**src/rtl/sys_array_pkg.sv**
```systemverilog
// sys_array_pkg: shared FSM state, default sizes and matrix types for the systolic-array sequencer
package sys_array_pkg;
  localparam int SA_DATA_WIDTH     = 8;
  localparam int SA_ARRAY_W        = 5;
  localparam int SA_ARRAY_L        = 2;
  localparam int SA_START_HOLD     = 6;
  localparam int SA_TIMEOUT_CYCLES = 1024;
  typedef enum logic [2:0] {IDLE, LOAD, START, WAIT_BUSY, WAIT_DONE, RESULT} seq_state_t;
  typedef logic [0:SA_ARRAY_W-1][0:SA_ARRAY_L-1][SA_DATA_WIDTH-1:0]   op_mat_t;
  typedef logic [0:SA_ARRAY_W-1][0:SA_ARRAY_W-1][2*SA_DATA_WIDTH-1:0] res_mat_t;
endpackage

```
**src/rtl/sys_array_sequencer.sv**
```systemverilog
// sys_array_sequencer: job-level controller for one sys_array_fetcher; define SEQ_TIMEOUT_EN to add the WAIT-state watchdog
module sys_array_sequencer
  import sys_array_pkg::*;
#(
  parameter int DATA_WIDTH     = SA_DATA_WIDTH,
  parameter int ARRAY_W        = SA_ARRAY_W,
  parameter int ARRAY_L        = SA_ARRAY_L,
  parameter int START_HOLD     = SA_START_HOLD,
  parameter int TIMEOUT_CYCLES = SA_TIMEOUT_CYCLES
) (
  input  logic                                               clk,
  input  logic                                               reset,
  input  logic                                               job_valid,
  output logic                                               job_ready,
  input  logic [0:ARRAY_W-1][0:ARRAY_L-1][DATA_WIDTH-1:0]    job_a,
  input  logic [0:ARRAY_W-1][0:ARRAY_L-1][DATA_WIDTH-1:0]    job_b,
  output logic                                               res_valid,
  input  logic                                               res_ready,
  output logic [0:ARRAY_W-1][0:ARRAY_W-1][2*DATA_WIDTH-1:0]  res_data,
  output logic                                               res_err,
  output logic                                               busy,
  output logic                                               fa_load_params,
  output logic                                               fa_start_comp,
  output logic [0:ARRAY_W-1][0:ARRAY_L-1][DATA_WIDTH-1:0]    fa_input_data_a,
  output logic [0:ARRAY_W-1][0:ARRAY_L-1][DATA_WIDTH-1:0]    fa_input_data_b,
  input  logic                                               fa_ready,
  input  logic [0:ARRAY_W-1][0:ARRAY_W-1][2*DATA_WIDTH-1:0]  fa_out_data
);
  localparam int HW = $clog2(START_HOLD + 1);
  if (START_HOLD < 1) $error("START_HOLD must be at least 1");
  if (TIMEOUT_CYCLES < 1 || TIMEOUT_CYCLES > 65535) $error("TIMEOUT_CYCLES must fit the 16-bit watchdog");
  typedef logic [0:ARRAY_W-1][0:ARRAY_L-1][DATA_WIDTH-1:0]   op_t;
  typedef logic [0:ARRAY_W-1][0:ARRAY_W-1][2*DATA_WIDTH-1:0] res_t;
  seq_state_t    state_q, state_d;
  logic [HW-1:0] hold_q, hold_d;
  logic          seen_q, seen_d;
  logic          done, timeout, waiting;
  op_t           a_q, b_q;
  res_t          res_q;
  logic          job_ready_q, busy_q, load_q, start_q, valid_q;
  assign waiting         = state_q == WAIT_BUSY || state_q == WAIT_DONE;
  assign done            = state_q == WAIT_DONE && fa_ready;
  assign job_ready       = job_ready_q;
  assign busy            = busy_q;
  assign fa_load_params  = load_q;
  assign fa_start_comp   = start_q;
  assign res_valid       = valid_q;
  assign res_data        = res_q;
  assign fa_input_data_a = a_q;
  assign fa_input_data_b = b_q;
`ifdef SEQ_TIMEOUT_EN
  logic [15:0] wd_q, wd_d;
  logic        err_q;
  // watchdog: restarts in LOAD, counts every WAIT cycle, fires unless the fetcher finishes that same cycle
  always_comb begin
    wd_d    = state_q == LOAD ? 16'd0 : waiting ? wd_q + 16'd1 : wd_q;
    timeout = waiting && !done && wd_d == 16'(TIMEOUT_CYCLES);
  end
  // watchdog count and sticky error flag, cleared by a real capture
  always_ff @(posedge clk) begin
    if (reset) begin
      wd_q  <= '0;
      err_q <= 1'b0;
    end else begin
      wd_q  <= wd_d;
      err_q <= timeout ? 1'b1 : done ? 1'b0 : err_q;
    end
  end
  assign res_err = err_q;
`else
  assign timeout = 1'b0;
  assign res_err = 1'b0;
`endif
  // next-state: one LOAD pulse, START_HOLD start cycles, then wait for the fetcher's busy/idle edges
  always_comb begin
    state_d = state_q;
    hold_d  = hold_q;
    seen_d  = seen_q;
    case (state_q)
      IDLE:      if (job_valid) state_d = LOAD;
      LOAD: begin
        state_d = START;
        hold_d  = '0;
        seen_d  = 1'b0;
      end
      START: begin
        hold_d = hold_q + 1'b1;
        seen_d = seen_q | ~fa_ready;
        if (hold_q == HW'(START_HOLD - 1)) state_d = seen_d ? WAIT_DONE : WAIT_BUSY;
      end
      WAIT_BUSY: if (!fa_ready) state_d = WAIT_DONE;
      WAIT_DONE: if (fa_ready) state_d = RESULT;
      RESULT:    if (res_ready) state_d = IDLE;
      default:   state_d = IDLE;
    endcase
    if (timeout) state_d = RESULT;
  end
  // state, counters and outputs registered from the next state so no input reaches an output combinationally
  always_ff @(posedge clk) begin
    if (reset) begin
      state_q     <= IDLE;
      hold_q      <= '0;
      seen_q      <= 1'b0;
      job_ready_q <= 1'b1;
      busy_q      <= 1'b0;
      load_q      <= 1'b0;
      start_q     <= 1'b0;
      valid_q     <= 1'b0;
    end else begin
      state_q     <= state_d;
      hold_q      <= hold_d;
      seen_q      <= seen_d;
      job_ready_q <= state_d == IDLE;
      busy_q      <= state_d != IDLE;
      load_q      <= state_d == LOAD;
      start_q     <= state_d == START;
      valid_q     <= state_d == RESULT;
    end
  end
  // operand registers load on acceptance; result register loads when the fetcher reports done
  always_ff @(posedge clk) begin
    if (reset) begin
      a_q   <= '0;
      b_q   <= '0;
      res_q <= '0;
    end else begin
      if (state_q == IDLE && job_valid) begin
        a_q <= job_a;
        b_q <= job_b;
      end
      if (done) res_q <= fa_out_data;
    end
  end
endmodule

```
**config.mk**
```make
export PLATFORM = sky130hd
export DESIGN_NAME = sys_array_sequencer
export DESIGN_NICKNAME = d
export VERILOG_FILES = /design/src/rtl/sys_array_pkg.sv /design/src/rtl/sys_array_sequencer.sv
export SDC_FILE = /design/constraint.sdc
export NUM_CORES = 1
export LEC_CHECK = 0
export BUFFER_PORTS_ARGS = -buffer_cell sky130_fd_sc_hd__buf_2
export CAP_MARGIN = 10
export CORE_AREA = 3 3 442 444
export CTS_CLUSTER_DIAMETER = 120
export DETAILED_ROUTE_END_ITERATION = 10
export DIE_AREA = 0 0 445 447
export HOLD_SLACK_MARGIN = 0.02
export PLACE_DENSITY = 0.31
export SLEW_MARGIN = 20
export SYNTH_ARGS = -nofsm -noshare
export SYNTH_HDL_FRONTEND = slang
export SYNTH_SLANG_ARGS = --single-unit
export TNS_END_PERCENT = 1
```
**constraint.sdc**
```tcl
create_clock -name clk -period 4.1 [get_ports clk]
set_input_delay 0.205 -clock clk [delete_from_list [all_inputs] [get_ports clk]]
set_output_delay 0.205 -clock clk [all_outputs]
set_load 0.05 [all_outputs]
```
After elaboration in Yosys (flattened, before gate mapping). Index checks and enable logic that the tools add are counted.

Register bits after elaboration: 572. Bits of input ports: 565. Output and inout port bits: 566. Logic and storage cells: 80.

Add/subtract/negate cells: 1. Equality and inequality tests: 9. Muxes and demuxes: 9. Bitwise logic cells: 2. Reductions and logical operators: 6.

Operator list (number): $mux W3 (6); $pmux W3 S6 (1); $eq A3 B3 Y1 const B (4); $eq A3 B2 Y1 const B (3); $eq A3 B1 Y1 const B (2); $logic_not A3 Y1 (2); $pmux W3 S2 (1); $add A3 B1 Y3 const B (1); $reduce_bool A3 Y1 (1); $logic_and A1 B1 Y1 (2); $pmux W1 S2 (1); $reduce_bool A2 Y1 (1); $not A1 Y1 (1); $or A1 B1 Y1 (1).

Depth between registers and ports, before layout. Gate-level depths: netlist of the first run.

Depth after elaboration: 6. Mapped depth: 7. Mapped depth without buffers: 7.

Worst setup path before layout of the first run. Ideal clock, no wire load.

Kind: reg2reg. Start: register hold_q[0]. End: register job_ready_q (netlist: job_ready). Library setup time: 116 ps. Arrival: 1420 ps. Data required time: 3984 ps. Setup slack: 2564 ps. Cell stages (with the launch flop): 6. Path buffers: 0. Clock period less this slack: 1536 ps. Cells stage by stage: dfxtp_1 ha_1 nand2_1 or4b_1 a31o_2 o211a_1.

Cells in the longest elaborated chain, start to end: 4.

Ends and longest elaborated chain: from (decl) (line sys_array_sequencer.sv:35) `logic [HW-1:0] hold_q, hold_d;`; from (signal assigned) (line sys_array_sequencer.sv:111) `hold_q <= hold_d;`; $eq A3 B3 Y1 (line sys_array_sequencer.sv:89) `if (hold_q == HW'(START_HOLD - 1)) state_d = seen_d ? WAIT_DONE : WAIT_BUSY;`; $mux W3 (line sys_array_sequencer.sv:89); $pmux W3 S6 (line sys_array_sequencer.sv:79) `case (state_q)`; $logic_not A3 Y1 (line sys_array_sequencer.sv:113) `job_ready_q <= state_d == IDLE;`; to (signal assigned) (line sys_array_sequencer.sv:104) `job_ready_q <= 1'b1;`; to (signal assigned) (line sys_array_sequencer.sv:113); to (decl) (line sys_array_sequencer.sv:40) `logic job_ready_q, busy_q, load_q, start_q, valid_q;`.

No other way between the ends. A chain may end at the register's enable or synchronous reset.

Final worst setup path of the first run.
Start: register state_q[2]. End: register res_q, in the netlist res_data[110].

Cells in the longest elaborated chain, start to end: 2.

Ends and longest elaborated chain: from (decl) (line sys_array_sequencer.sv:34) `seq_state_t state_q, state_d;`; from (signal assigned) (line sys_array_sequencer.sv:110) `state_q <= state_d;`; $eq A3 B3 Y1 (line sys_array_sequencer.sv:42) `assign done = state_q == WAIT_DONE && fa_ready;`; $logic_and A1 B1 Y1 (line sys_array_sequencer.sv:42); to (signal assigned) (line sys_array_sequencer.sv:131) `if (done) res_q <= fa_out_data;`; to (decl) (line sys_array_sequencer.sv:39) `res_t res_q;`.

No other way between the ends.

==> impl_results.md, run 1 <==
* Initial Utilization at about a tenth
* Setup slack at placement at around 1700 ps
* Worst slew pin tran at about 820 ps
* Via density at 3.47
* Max Slew Vio Count at 0
* Hold Crit Class: in -> reg
* Final setup fails at 0
* Setup TNS at 0 ps
* Seq cells post-synth at around 570
* Total number of yosys warnings at 0
* Area leader, netlist: dfxtp_1
* Hold wc startpoint: job_a[11]
* Die area at about 200,000 um2
* Syn Std Cell Area at approximately 20,000 um2
* Site Rows at around 160
* Combinational power share at a little over an eighth
* Finished layout cell area at around 37,000 um2
* M1 WL at 54,800 um
* Met2 Routed Length at 67,100 um
* Largest net degree at the start of global routing at 114
* Hold_ws at between 200 and 300 ps
* Clock-pin slew on the worst setup and hold paths at approximately 60 ps
* Fin Clk Skew at 42.2 ps
* Top_reg_cell synth: dfxtp_1
* Iteration-0 DRC Markers at about 1,300
* HPWL Detailed at between 100,000 and 150,000 um
* FILL cells at ~22,000
* Synth top area share at 58.3%
* DRT Pass-1 Iters at 5
* Routed len/inst at around 20 um
* Worst path required time at 4710 ps
* Post-Syn Area per Cell at 7.85 um2
* RSZ-0062 raised after global routing: no
* Fin crit share at between 70 and 80%
* Maxcap violations at 0
* CP Launch Type: flop
* Power Density at a little over 400 nW/um2
* CTS Sinks at between 500 and 600
* Post-synthesis sequential area ratio at approximately three fifths
* First-pass GRT wire length at 185,000 um
* # Post-CTS Setup Buffers at 0
* Leakage at 15.8 nW
* Hold path depth at 4
* Peak VDD IR at approximately 0.30 mV
* Fin nets at about 4,700
* Ratio of cells with drive above 1 in the final layout at between 30% and 40%
* WHS Endpoint: fa_input_data_a[11]
* Final ANT Viol Nets at 0
* Power, Total at approximately 15 mW
* Core box area at 192,000 um2
* Clk root buf: clkbuf_16
* Fmax at 345 MHz
* IO Pins at roughly 1,100
* Initial antenna violation count at between 40 and 50
* Post-synth EDFFs at 0
* Number of CTS-inserted buffers at 81
* Worst-skew pair later-pin latency at 710 ps
* Net Sw Frac at between 20 and 30%
* Input/output buffers at around 1,100
* Gate Count Post-Synth at about 2,500
* Clock Power Share at roughly half
* PnR worst setup slack at roughly 1200 ps
* Via count at between 20,000 and 25,000
* Int Power at approximately 11 mW
* R2R Setup Slk at between 1000 and 1500 ps
* Final hold violation count at 0
* Worst Reg-to-Reg Cells at 6
* Clock tree buffer depth at 3
* RR Startpoint: state_q[2]
* Critical path type: reg -> reg
* GRT Residual Overflow at 0
* CTS tree: yes
* GRT Total Usage at 13.2%
* Critical path endpoint category: flop
* Final Critical Period at between 2000 and 3000 ps
* Worst Path Max Fanout at 26
* Largest cells by area after synthesis: dfxtp_1 58%, nand2_1 21%, a21oi_1 14%
* Psw at around 4.3 mW
* Reg2Reg Capture Point: res_data[110]
* Number of global-route vias before repair at ~24,000
* Net count of the mapped netlist at about 3,100
* Reg power frac at 38.4%
* Rel. slew slack at 45.4%
* Routed met3 length at 12,200 um
* WP data arrival at 3510 ps
* Max layer used: met5
* Synth-to-layout area growth at 89.2%
* Die height at roughly 450 um
* Post-Place Cell Area at ~28,000 um2
* Async SR Flop Fraction at 0%
* Final Routed Wirelength at 139,000 um
* Final GP Congestion at about 0.84
* Yosys cell types at 34
* H-Tree Depth at 3
* Outcome: finished, final reports clean
* Die width at about 450 um
* DRC at 0
-- cells in the mapped netlist, types with 4 or more instances --
cell and count:
nand2_1 1123, dfxtp_1 572, a21oi_1 565, clkbuf_1 118, buf_2 71, inv_1 6, nor2_1 6, nor3_1 4
-- critical path: stages (launching register included) --
cell	delay [ps]
dfxtp_1	700
and3_4	730
buf_12	260
buf_4	250
nand2_1	100
a21oi_1	120
dlygate4sd3_1	560
-- flip-flops by register name, summed over array words and instances (netlist names) --
| register | flops |
|---|---|
| fa_input_data_a | 80 |
| hold_q | 3 |
| busy | 1 |
| res_data | 400 |
| seen_q | 1 |
| fa_load_params | 1 |
| fa_start_comp | 1 |
| res_valid | 1 |
| state_q | 3 |
| job_ready | 1 |
| fa_input_data_b | 80 |
-- layout make-up --
cell class                      count  area, um2  share of cell area [%]
Clock buffer                      126       2370                    6.37
Sequential cell                   572      11500                    30.8
Multi-Input combinational cell   1732       7380                    19.9
Inverter                            6       22.5                  0.0606
Antenna cell                       26       65.1                   0.175
Timing Repair Buffer             1786      12400                    33.3
Tap cell                         2526       3160                    8.51
Clock inverter                     20        347                   0.933
-- power by group through the flow --
stage               Sequential, mW  Combinational [mW]  Clock [mW]
floorplan                     6.33               0.354           0
global placement              5.89                1.47           0
detailed placement            5.89                1.47           0
CTS                           5.77                1.99        7.67
global route                  5.79                2.08        7.85
finish                        5.77                1.96        7.29
-- cells by family after synthesis --
| family | count (synthesis) | synth area share [%] |
|---|---|---|
| other | 1 | 0.0191 |
| buffers and inverters | 197 | 4.26 |
| and+or+nand+nor | 1149 | 22.3 |
| DFF | 572 | 58.3 |
| adders and majority gates | 2 | 0.127 |
| AOI/OAI and AO/OA | 580 | 15.0 |
-- cell usage in the layout (no fill, tap or decap), drive strengths merged, types with 2 or more instances in the layout --
cell type / n
bufinv: 4
dlygate4sd3: 624
clkbuf: 126
nand2: 1123
nand3b: 2
diode: 26
a21oi: 565
nor2: 6
ha: 2
nor3: 5
clkinv: 9
nor2b: 2
buf: 1162
nand2b: 2
o211ai: 2
inv: 13
o21a: 2
dfxtp: 572
and2: 2
a2bb2oi: 2
o21ai: 3
-- per-layer routing --
metal,global-route usage (%),vias to the layer above
met4,5.47,6
met1,15.1,11200
met5,0,-
met2,22.0,751
met3,5.07,193
li1,-,11400
-- worst max-delay path by stage --
| stage | start | end | slack (ps) | cells after the start |
|---|---|---|---|---|
| after floorplan | hold_q[0] | job_ready | 2560 | 5 |
| after global placement | state_q[2] | res_data[21] | 1700 | 5 |
| after detailed placement | state_q[2] | res_data[271] | 1690 | 5 |
| after CTS | state_q[2] | res_data[110] | 1130 | 6 |
| after global routing | state_q[2] | res_data[110] | 960 | 6 |
| final | state_q[2] | res_data[110] | 1200 | 6 |
-- repair_timing --
action,CTS,global route
resized for setup,0,0
endpoints found under the hold margin,567,0
hold buffers,624,0
-- through the flow --
step | instances | util [%]
2_1_floorplan | 2501 | -
3_3_place_gp | 5998 | 14.7
3_5_place_dp | 5998 | 14.7
4_1_cts | 6768 | 19.3
5_1_grt | 6782 | 19.3
6_report | 6794 | 19.4
No activity file was read; power rests on OpenSTA's default activity.
==> inputs of run 2 (changes only) <==
--- a/config.mk
+++ b/config.mk
@@ -12,7 +12,7 @@
 export DETAILED_ROUTE_END_ITERATION = 10
 export DIE_AREA = 0 0 445 447
 export HOLD_SLACK_MARGIN = 0.02
-export PLACE_DENSITY = 0.31
+export PLACE_DENSITY = 0.32
 export SLEW_MARGIN = 20
 export SYNTH_ARGS = -nofsm -noshare
 export SYNTH_HDL_FRONTEND = slang
==> constraint.sdc (replaced) <==
create_clock -name clk -period 2.5 [get_ports clk]
set_input_delay 0.125 -clock clk [delete_from_list [all_inputs] [get_ports clk]]
set_output_delay 0.125 -clock clk [all_outputs]
set_load 0.05 [all_outputs]
==> run 2 against run 1 <==
  * Critical path depth stayed put
  * Combinational power up 68%
  * Worst setup slack lost 1000 ps
  * Cell area down 0.24%
  * Flip-flop and latch count did not move
  * Register-to-register slack lost 1000 ps
  * Fmax is 24% higher
  * Critical endpoint is now res_data[48]
  * Largest cell class unchanged
  * Highest routed layer unchanged
==> impl_results.md, run 2 (synthesized netlist as in run 1, its figures left out) <==
* Outcome: finished, final reports clean
* GRT Total Usage at about 13%
* GRT Residual Overflow at 0
* Post-layout util at between 10% and 20%
* Slowest stage delay, CP at 560 ps
* HPWL Detailed at around 100,000 um
* Final setup fails at 0
* Max FFs per register at 400
* CTS Sinks at around 570
* Critical path endpoint category: flop
* Max Slew Vio Count at 0
* Number of CTS-inserted buffers at 79
* Initial antenna violation count at 38
* Maxcap violations at 0
* IO Pins at about 1,100
* H-Tree Depth at 3
* Leakage at 15.7 nW
* Critical path type: reg -> reg
* Final std cells w/o fill at 6,784
* CP Launch Type: flop
* Crit-path cells: nor2_1, and3_4, buf_12, nand2_1, a21oi_1, dlygate4sd3_1
* Final hold violation count at 0
* Initial Utilization at roughly a tenth
* Most frequent cells in the layout: 1,128 x buf_2, 1,123 x nand2_1, 597 x dlygate4sd3_1, 571 x dfxtp_1, 565 x a21oi_1
* Final GP Congestion at around 0.83
* Input/output buffers at about 1,100
* Final Routed Wirelength at 133,000 um
* Worst slew pin tran at between 800 and 900 ps
* Setup TNS at 0 ps
* First-pass GRT wire length at about 180,000 um
* Peak VDD IR at about 0.44 mV
* CP delay by family, top: simple AND/OR/NAND/NOR gates
* Worst-skew pair later-pin latency at approximately 680 ps
* Die area at between 150,000 and 200,000 um2
* Fin nets at roughly 4,700
* Storage cell area at 11,500 um2
* CTS tree: yes
* Clk root buf: clkbuf_16
* Most common cell after layout, fill and taps aside: buf_2
* Synth-to-layout area growth at 88.8%
* Rel. slew slack at a little under half
* RSZ-0062 raised after global routing: no
* Hold Crit Class: in -> reg
* Worst path required time at 3100 ps
* CP bufs+invs at 2
* Die width at about 450 um
* Fin Clk Skew at 30.4 ps
* Core box area at roughly 190,000 um2
* Power Density at around 650 nW/um2
* Via count at 23,500
* FILL cells at between 20,000 and 25,000
* Largest net degree at the start of global routing at slightly below 80
* Slowest cell on the critical path: dlygate4sd3_1
* Fin crit share at between 90% and 100%
* Die height at between 400 and 500 um
* Final Critical Period at roughly 2300 ps
* Ratio of cells with drive above 1 in the final layout at a little under a third
* Clock-pin slew on the worst setup and hold paths at roughly 60 ps
* Iteration-0 DRC Markers at between 1,000 and 1,500
* Placed cell count at 6,025
* Via density at about 3.5
* Multi-input logic area at 7380 um2
* Final ANT Viol Nets at 0
* Number of global-route vias before repair at between 20,000 and 25,000
* Routed len/inst at roughly 20 um
* Fmax at between 400 and 500 MHz
* Site Rows at about 160
* Clock tree buffer depth at 3
* WP data arrival at roughly 3000 ps
* Worst Path Max Fanout at 48
* DRT Pass-1 Iters at 5
* DRC at 0
-- run 2: changes by cell type in the layout (fill, tap and decap cells not counted), moves of 4 or more --
cell and delta:
buf_12 +11, dlygate4sd3_1 -27, clkbuf_8 +4, clkbuf_1 -5, clkinv_2 +5, diode_2 -9
buf_4 +19
-- run 2: power by group --
part | switching, mW | internal, mW
registers | 0.117 | 9.34
clock network | 4.72 | 6.64
logic | 1.96 | 1.34
total | 6.79 | 17.3
-- run 2: final timing paths --
| kind | from | endpoint | slack [ps] | cells past startpoint |
|---|---|---|---|---|
| setup / recovery | state_q[1] | res_data[48] | 160 | 6 |
| hold / removal | job_valid | fa_input_data_a[38] | 160 | 6 |
| setup reg to reg | state_q[1] | res_data[48] | 160 | 6 |
| hold reg to reg | res_data[115] | res_data[115] | 450 | 2 |
-- run 2: final cells by class --
cell class	instances	share of cell area (%)
Multi-Input combinational cell	1732	19.9
Sequential cell	572	30.9
Timing Repair Buffer	1789	33.6
Antenna cell	17	0.115
Clock buffer	122	6.28
Clock inverter	20	0.604
Tap cell	2526	8.53
Inverter	6	0.0608
-- run 2: repair_timing --
action | 4_1_cts | 5_1_grt
buffers inserted | 0 | 3
hold buffers | 597 | 0
hold endpoints to repair | 565 | 0
endpoints found under the setup margin | 0 | 6
resized for setup | 0 | 1
-- run 2: worst min-delay path: stages --
cell      delay, ps
buf_2           120
nand2b_1        130
nor3_4          100
buf_12          170
nand2_1          80
a21oi_1          50
-- run 2: through the flow --
| stage | hold slack, ps | power [mW] | worst slack, ps | cell area (um2) |
|---|---|---|---|---|
| 2_1_floorplan | 261 | 11.0 | 964 | 19600 |
| 3_3_place_gp | 365 | 12.1 | 553 | 28500 |
| 3_5_place_dp | 370 | 12.1 | 497 | 28500 |
| 4_1_cts | 70.0 | 24.7 | 49.0 | 37000 |
| 5_1_grt | 118 | 25.2 | 45.5 | 37100 |
| 6_report | 162 | 24.1 | 165 | 37100 |
-- run 2: metal layers --
layer | track usage (%) | vias up | wire length [um]
met5 | 0 | - | 37
met4 | 4.43 | 6 | 3790
met3 | 5.14 | 185 | 12400
met2 | 20.4 | 792 | 62200
met1 | 15.4 | 11100 | 55100
li1 | - | 11400 | -
